`src/rtl/wave_meter.sv`:
```
// Period and peak-to-peak amplitude meter for an offset-binary sampled waveform.
// Optional macro WAVE_METER_AVG_EN averages the period over the last four periods.
module wave_meter #(
  parameter int INPUT_WIDTH = 8,
  parameter int HYST        = 4
) (
  input  logic                   clk,
  input  logic                   reset,
  input  logic                   sample_valid,
  input  logic [INPUT_WIDTH-1:0] sample_in,
  output logic [15:0]            period_out,
  output logic [INPUT_WIDTH-1:0] amp_out,
  output logic                   result_valid,
  output logic                   locked,
  output logic                   timeout
);

  localparam int MID = 1 << (INPUT_WIDTH - 1);
  localparam logic [INPUT_WIDTH-1:0] LOW_TH  = INPUT_WIDTH'(MID - HYST);
  localparam logic [INPUT_WIDTH-1:0] HIGH_TH = INPUT_WIDTH'(MID + HYST);

  typedef enum logic {IDLE = 1'b0, RUN = 1'b1} state_t;

  state_t                 state;
  logic                   low_seen;
  logic [15:0]            cnt;
  logic [INPUT_WIDTH-1:0] min_r;
  logic [INPUT_WIDTH-1:0] max_r;

  logic                   is_low;
  logic                   rising;
  logic [INPUT_WIDTH-1:0] max_n;
  logic [INPUT_WIDTH-1:0] min_n;
  logic [15:0]            period_new;
  logic [INPUT_WIDTH-1:0] amp_new;

`ifdef WAVE_METER_AVG_EN
  logic [15:0] hist0;
  logic [15:0] hist1;
  logic [15:0] hist2;
  logic [2:0]  hist_cnt;
  logic [17:0] hist_sum;
`endif

  // Crossing detection and the extremes including the current sample.
  always_comb begin
    is_low     = sample_valid && (sample_in < LOW_TH);
    rising     = sample_valid && low_seen && (sample_in >= HIGH_TH);
    max_n      = (sample_in > max_r) ? sample_in : max_r;
    min_n      = (sample_in < min_r) ? sample_in : min_r;
    period_new = cnt + 16'd1;
    amp_new    = max_n - min_n;
`ifdef WAVE_METER_AVG_EN
    hist_sum   = {2'b00, period_new} + {2'b00, hist0} + {2'b00, hist1} + {2'b00, hist2};
`endif
  end

  // Measurement state machine; invalid cycles leave everything but the pulses untouched.
  always_ff @(posedge clk) begin
    if (reset) begin
      state        <= IDLE;
      low_seen     <= 1'b0;
      cnt          <= 16'd0;
      min_r        <= '0;
      max_r        <= '0;
      period_out   <= 16'd0;
      amp_out      <= '0;
      result_valid <= 1'b0;
      locked       <= 1'b0;
      timeout      <= 1'b0;
`ifdef WAVE_METER_AVG_EN
      hist0        <= 16'd0;
      hist1        <= 16'd0;
      hist2        <= 16'd0;
      hist_cnt     <= 3'd0;
`endif
    end else begin
      result_valid <= 1'b0;
      timeout      <= 1'b0;
      if (sample_valid) begin
        if (is_low) begin
          low_seen <= 1'b1;
        end else if (rising) begin
          low_seen <= 1'b0;
        end
        case (state)
          IDLE: begin
            if (rising) begin
              state    <= RUN;
              locked   <= 1'b1;
              cnt      <= 16'd0;
              min_r    <= sample_in;
              max_r    <= sample_in;
`ifdef WAVE_METER_AVG_EN
              hist_cnt <= 3'd0;
`endif
            end
          end
          RUN: begin
            if (rising) begin
`ifdef WAVE_METER_AVG_EN
              hist0 <= period_new;
              hist1 <= hist0;
              hist2 <= hist1;
              if (hist_cnt >= 3'd3) begin
                period_out   <= hist_sum[17:2];
                amp_out      <= amp_new;
                result_valid <= 1'b1;
                hist_cnt     <= 3'd4;
              end else begin
                hist_cnt <= hist_cnt + 3'd1;
              end
`else
              period_out   <= period_new;
              amp_out      <= amp_new;
              result_valid <= 1'b1;
`endif
              cnt   <= 16'd0;
              min_r <= sample_in;
              max_r <= sample_in;
            end else if (cnt == 16'hFFFF) begin
              // Loss of signal: drop lock but keep the last reported result.
              state    <= IDLE;
              locked   <= 1'b0;
              timeout  <= 1'b1;
              cnt      <= 16'd0;
`ifdef WAVE_METER_AVG_EN
              hist_cnt <= 3'd0;
              hist0    <= 16'd0;
              hist1    <= 16'd0;
              hist2    <= 16'd0;
`endif
            end else begin
              cnt   <= cnt + 16'd1;
              min_r <= min_n;
              max_r <= max_n;
            end
          end
          default: begin
            state  <= IDLE;
            locked <= 1'b0;
          end
        endcase
      end
    end
  end

endmodule

```
`config.mk`:
```
export PLATFORM = sky130hd
export DESIGN_NAME = wave_meter
export DESIGN_NICKNAME = d
export VERILOG_FILES = /design/src/rtl/wave_meter.sv
export SDC_FILE = /design/constraint.sdc
export NUM_CORES = 1
export LEC_CHECK = 0
export CORE_UTILIZATION = 25
export CTS_BUF_LIST = sky130_fd_sc_hd__clkbuf_4 sky130_fd_sc_hd__clkbuf_8
export DETAILED_ROUTE_END_ITERATION = 7
export GPL_ROUTABILITY_DRIVEN = 0
export GPL_TIMING_DRIVEN = 1
export PLACE_DENSITY = 0.43
export SLEW_MARGIN = 20
export SYNTH_ARGS = -nofsm -noshare
export SYNTH_HDL_FRONTEND = slang
export SYNTH_SLANG_ARGS = --single-unit
```
`constraint.sdc`:
```
create_clock -name clk -period 4.8 [get_ports clk]
set_input_delay 0.96 -clock clk [delete_from_list [all_inputs] [get_ports clk]]
set_output_delay 0.96 -clock clk [all_outputs]
set_load 0.01 [all_outputs]
```
==> flow_summary_export.csv <==
group,metric,value,unit
pwr,p_comb_share,20.9,%
pwr,p_sw_share,31.5,%
drt,wirelength,9930,um
floorplanning,coreArea,14500,um2
synthesis,synth.avg_cell_area,8.08,um2
cells_and_area,final_common_cell,"nor2_1",
clocking,ctsResizeCount,0,
drt,routed-via-count,3267,
synthesis,ys_types,56,
worst_setup_path,crit_slowest_cell,"clkdlybuf4s50_1",
global_route,overflow,0,
global_route,antenna_found_initial,0,
hold_path,min_path_cells,2,
worst_setup_path,critPathMaxFanout,10,
pwr,p_sw,375,uW
clocking,path_clk_slew,0.07,ns
drt,drc_errors,0,
worst_setup_path,reg2regPathDepth,17,
timing,finalSetupTns,0,ns
worst_setup_path,path_cells,"clkdlybuf4s50_1, ha_1, nor2b_1, o211ai_1, a211o_2, and2_4, buf_4, a21oi_1, ha_1, fa_1, nand2b_1, a21oi_1, a311oi_2, o21ai_0, o2111ai_1, mux2i_1, a21oi_1",
pwr,powerDensity,265,nW/um2
cells_and_area,fin_util,30.9,%
floorplanning,row_count,44,
hold_path,hp-class,"reg -> reg",
run_status,status,"completed",
drt,wire_per_inst,14.4,um
timing,hold-worst-slack,0.464,ns
worst_setup_path,cp_top_family,"compound AO/OA/AOI/OAI gates",
clocking,cts_buffer_depth,2,
worst_setup_path,cp.arrival,4.45,ns
synthesis,ys_warn_count,0,
worst_setup_path,max_stage_delay,0.46,ns
floorplanning,start_util,25.6,%
cells_and_area,final_nets,533,
cells_and_area,drive_gt1_share,11.5,%
pwr,power.internal,817,uW
worst_setup_path,path_class,"in -> reg",
global_route,grt_pass1_wl,16200,um
synthesis,async_flop_share,0,%
clocking,clk_latency,0.37,ns
floorplanning,ioPinCount,38,
clocking,root_buffer,"clkbuf_8",
clocking,cts-hold-fix-buffers,0,
clocking,cts_tree,"yes",
synthesis,yosysSeqAreaShare,32.8,%
cells_and_area,area_growth,20.9,%
drt,avgViaCountPerCell,4.74,
worst_setup_path,cp_data_required_time,5.01,ns
cells_and_area,multi_input_area,2290,um2
cells_and_area,fillers,1592,
synthesis,yosys_register_bits,61,
timing,fin_worst_skew,0.0106,ns
global_route,grt_pass1_vias,3053,
synthesis,synthCells,460,
synthesis,synth_nets,493,
drt,drt_iter0_drc,191,
timing,setup_violations,0,
timing,tightest_slew,0.934,ns
worst_setup_path,rrSetupSlack,1.10,ns
floorplanning,die-width,124,um
cells_and_area,diodes,0,
drt,final_antenna_net_count,0,
clocking,postCtsSetupBuffers,0,
hold_path,min-delay-start,"period_out[1]",
hold_path,worstHoldEndpoint,"period_out[1]",
timing,max-slew-margin-rel,37.7,%
timing,hold_viol_final,0,
global_route,track_usage,14.1,%
cells_and_area,register_area,1220,um2
clocking,cts.sinks,61,
floorplanning,dieArea,15400,um2
drt,dr.pass1.iters,6,
timing,post-route-min-period,4.25,ns
synthesis,synth_edf_count,0,
synthesis,synth_area,3720,um2
timing,drv_slew,0,
timing,fmax,235,MHz
pwr,pwr-share-seq,43.5,%
global_route,grt_max_degree,46,
worst_setup_path,crit_path_end_kind,"register",
pwr,ir_drop,0.000105,V
worst_setup_path,r2r-end,"amp_out[6]",
job,maxCapViolations,0,
clocking,cts.htree.levels,3,
synthesis,synth_flop_cell,"dfxtp_1",
clocking,cts_buffers,9,
floorplanning,die_h,124,um
timing,rsz0062_at_grt,"false",
place,io_buffer_count,37,
pwr,p_clk_share,35.6,%
timing,finalCritPeriodShare,88.5,%
cells_and_area,layout_common_cells,"71 x nor2_1, 61 x dfxtp_1, 42 x nand2_1, 40 x a21oi_1, 36 x clkdlybuf4s50_1",
pwr,leakage,1.55,nW
worst_setup_path,critPathBufInv,2,
worst_setup_path,start_kind,"primary input",
worst_setup_path,cp_common_cell,"a21oi_1",
place,dpl.hpwl,7340,um
layout make-up:
cell class	count	area share (%)
clock buffer	10	3.06
clock inverter	6	0.863
inverter	22	1.84
multi-input combinational	352	51.0
sequential	61	27.2
tap	184	5.12
timing repair buffer	54	11.0
routing by layer:
layer | global-route usage [%] | vias to the layer above | wire [um]
li1 | - | 1699 | -
met1 | 19.8 | 1502 | 5090
met2 | 20.9 | 53 | 4300
met3 | 3.07 | 13 | 356
met4 | 5.36 | 0 | 181
met5 | 0 | - | 0
metrics by stage:
stage                     instances  area, um2  setup WS [ns]  power (mW)
after global placement          673       4320          0.242       0.780
final                           689       4490          0.551        1.19
after global routing            689       4490          0.270        1.27
after floorplan                 460       3720          0.717       0.706
after detailed placement        673       4320          0.195       0.779
after CTS                       689       4490          0.568        1.21
state kept, by name, indices dropped and copies added, names as in the netlist, named ones only:
register,cells
state,1
result_valid,1
locked,1
timeout,1
period_out,16
min_r,8
cnt,16
low_seen,1
max_r,6
amp_out,8
synthesized netlist by cell type (9+ instances only):
library cell   n  area (um2)
nor3_1        14        70.1
o21ai_0       18        90.1
dfxtp_1       61        1220
mux2i_1       16         160
nand2_1       42         158
clkbuf_1      15        56.3
xnor2_1       15         131
and3_1         9        56.3
a21oi_1       40         200
a211oi_1      21         158
nor2_1        71         267
xor2_1         9        78.8
inv_1         22        82.6
nand3_1       10        50.1
ha_1          21         263
tightest hold or removal path: stages, from the launching register on:
cell and delay, ns:
dfxtp_1 0.31, nand2_1 0.05, a21oi_1 0.05
power groups by stage:
stage | registers (mW) | logic [mW] | clock network, mW
floorplan | 0.528 | 0.177 | 0
global placement | 0.530 | 0.250 | 0
detailed placement | 0.530 | 0.248 | 0
CTS | 0.518 | 0.250 | 0.442
global route | 0.519 | 0.279 | 0.467
finish | 0.519 | 0.249 | 0.425
logic make-up after synthesis:
family,synth area share [%]
AOI/OAI and AO/OA,21.5
xor gates and xnor gates,5.65
adders and majority gates,7.60
buffers and inverters,5.55
DFF,32.8
muxes,4.61
and+or+nand+nor,22.2
worst max path at each step:
stage / to / depth (start not counted) / slack (ns) / from
after floorplan: amp_out[6] / 15 / 0.72 / sample_in[6]
after global placement: amp_out[6] / 17 / 0.24 / sample_in[0]
after detailed placement: amp_out[6] / 15 / 0.19 / sample_in[6]
after CTS: amp_out[6] / 15 / 0.57 / sample_in[6]
after global routing: amp_out[6] / 17 / 0.27 / sample_in[7]
final: amp_out[6] / 17 / 0.55 / sample_in[1]
No activity file was read; power rests on OpenSTA's default activity.
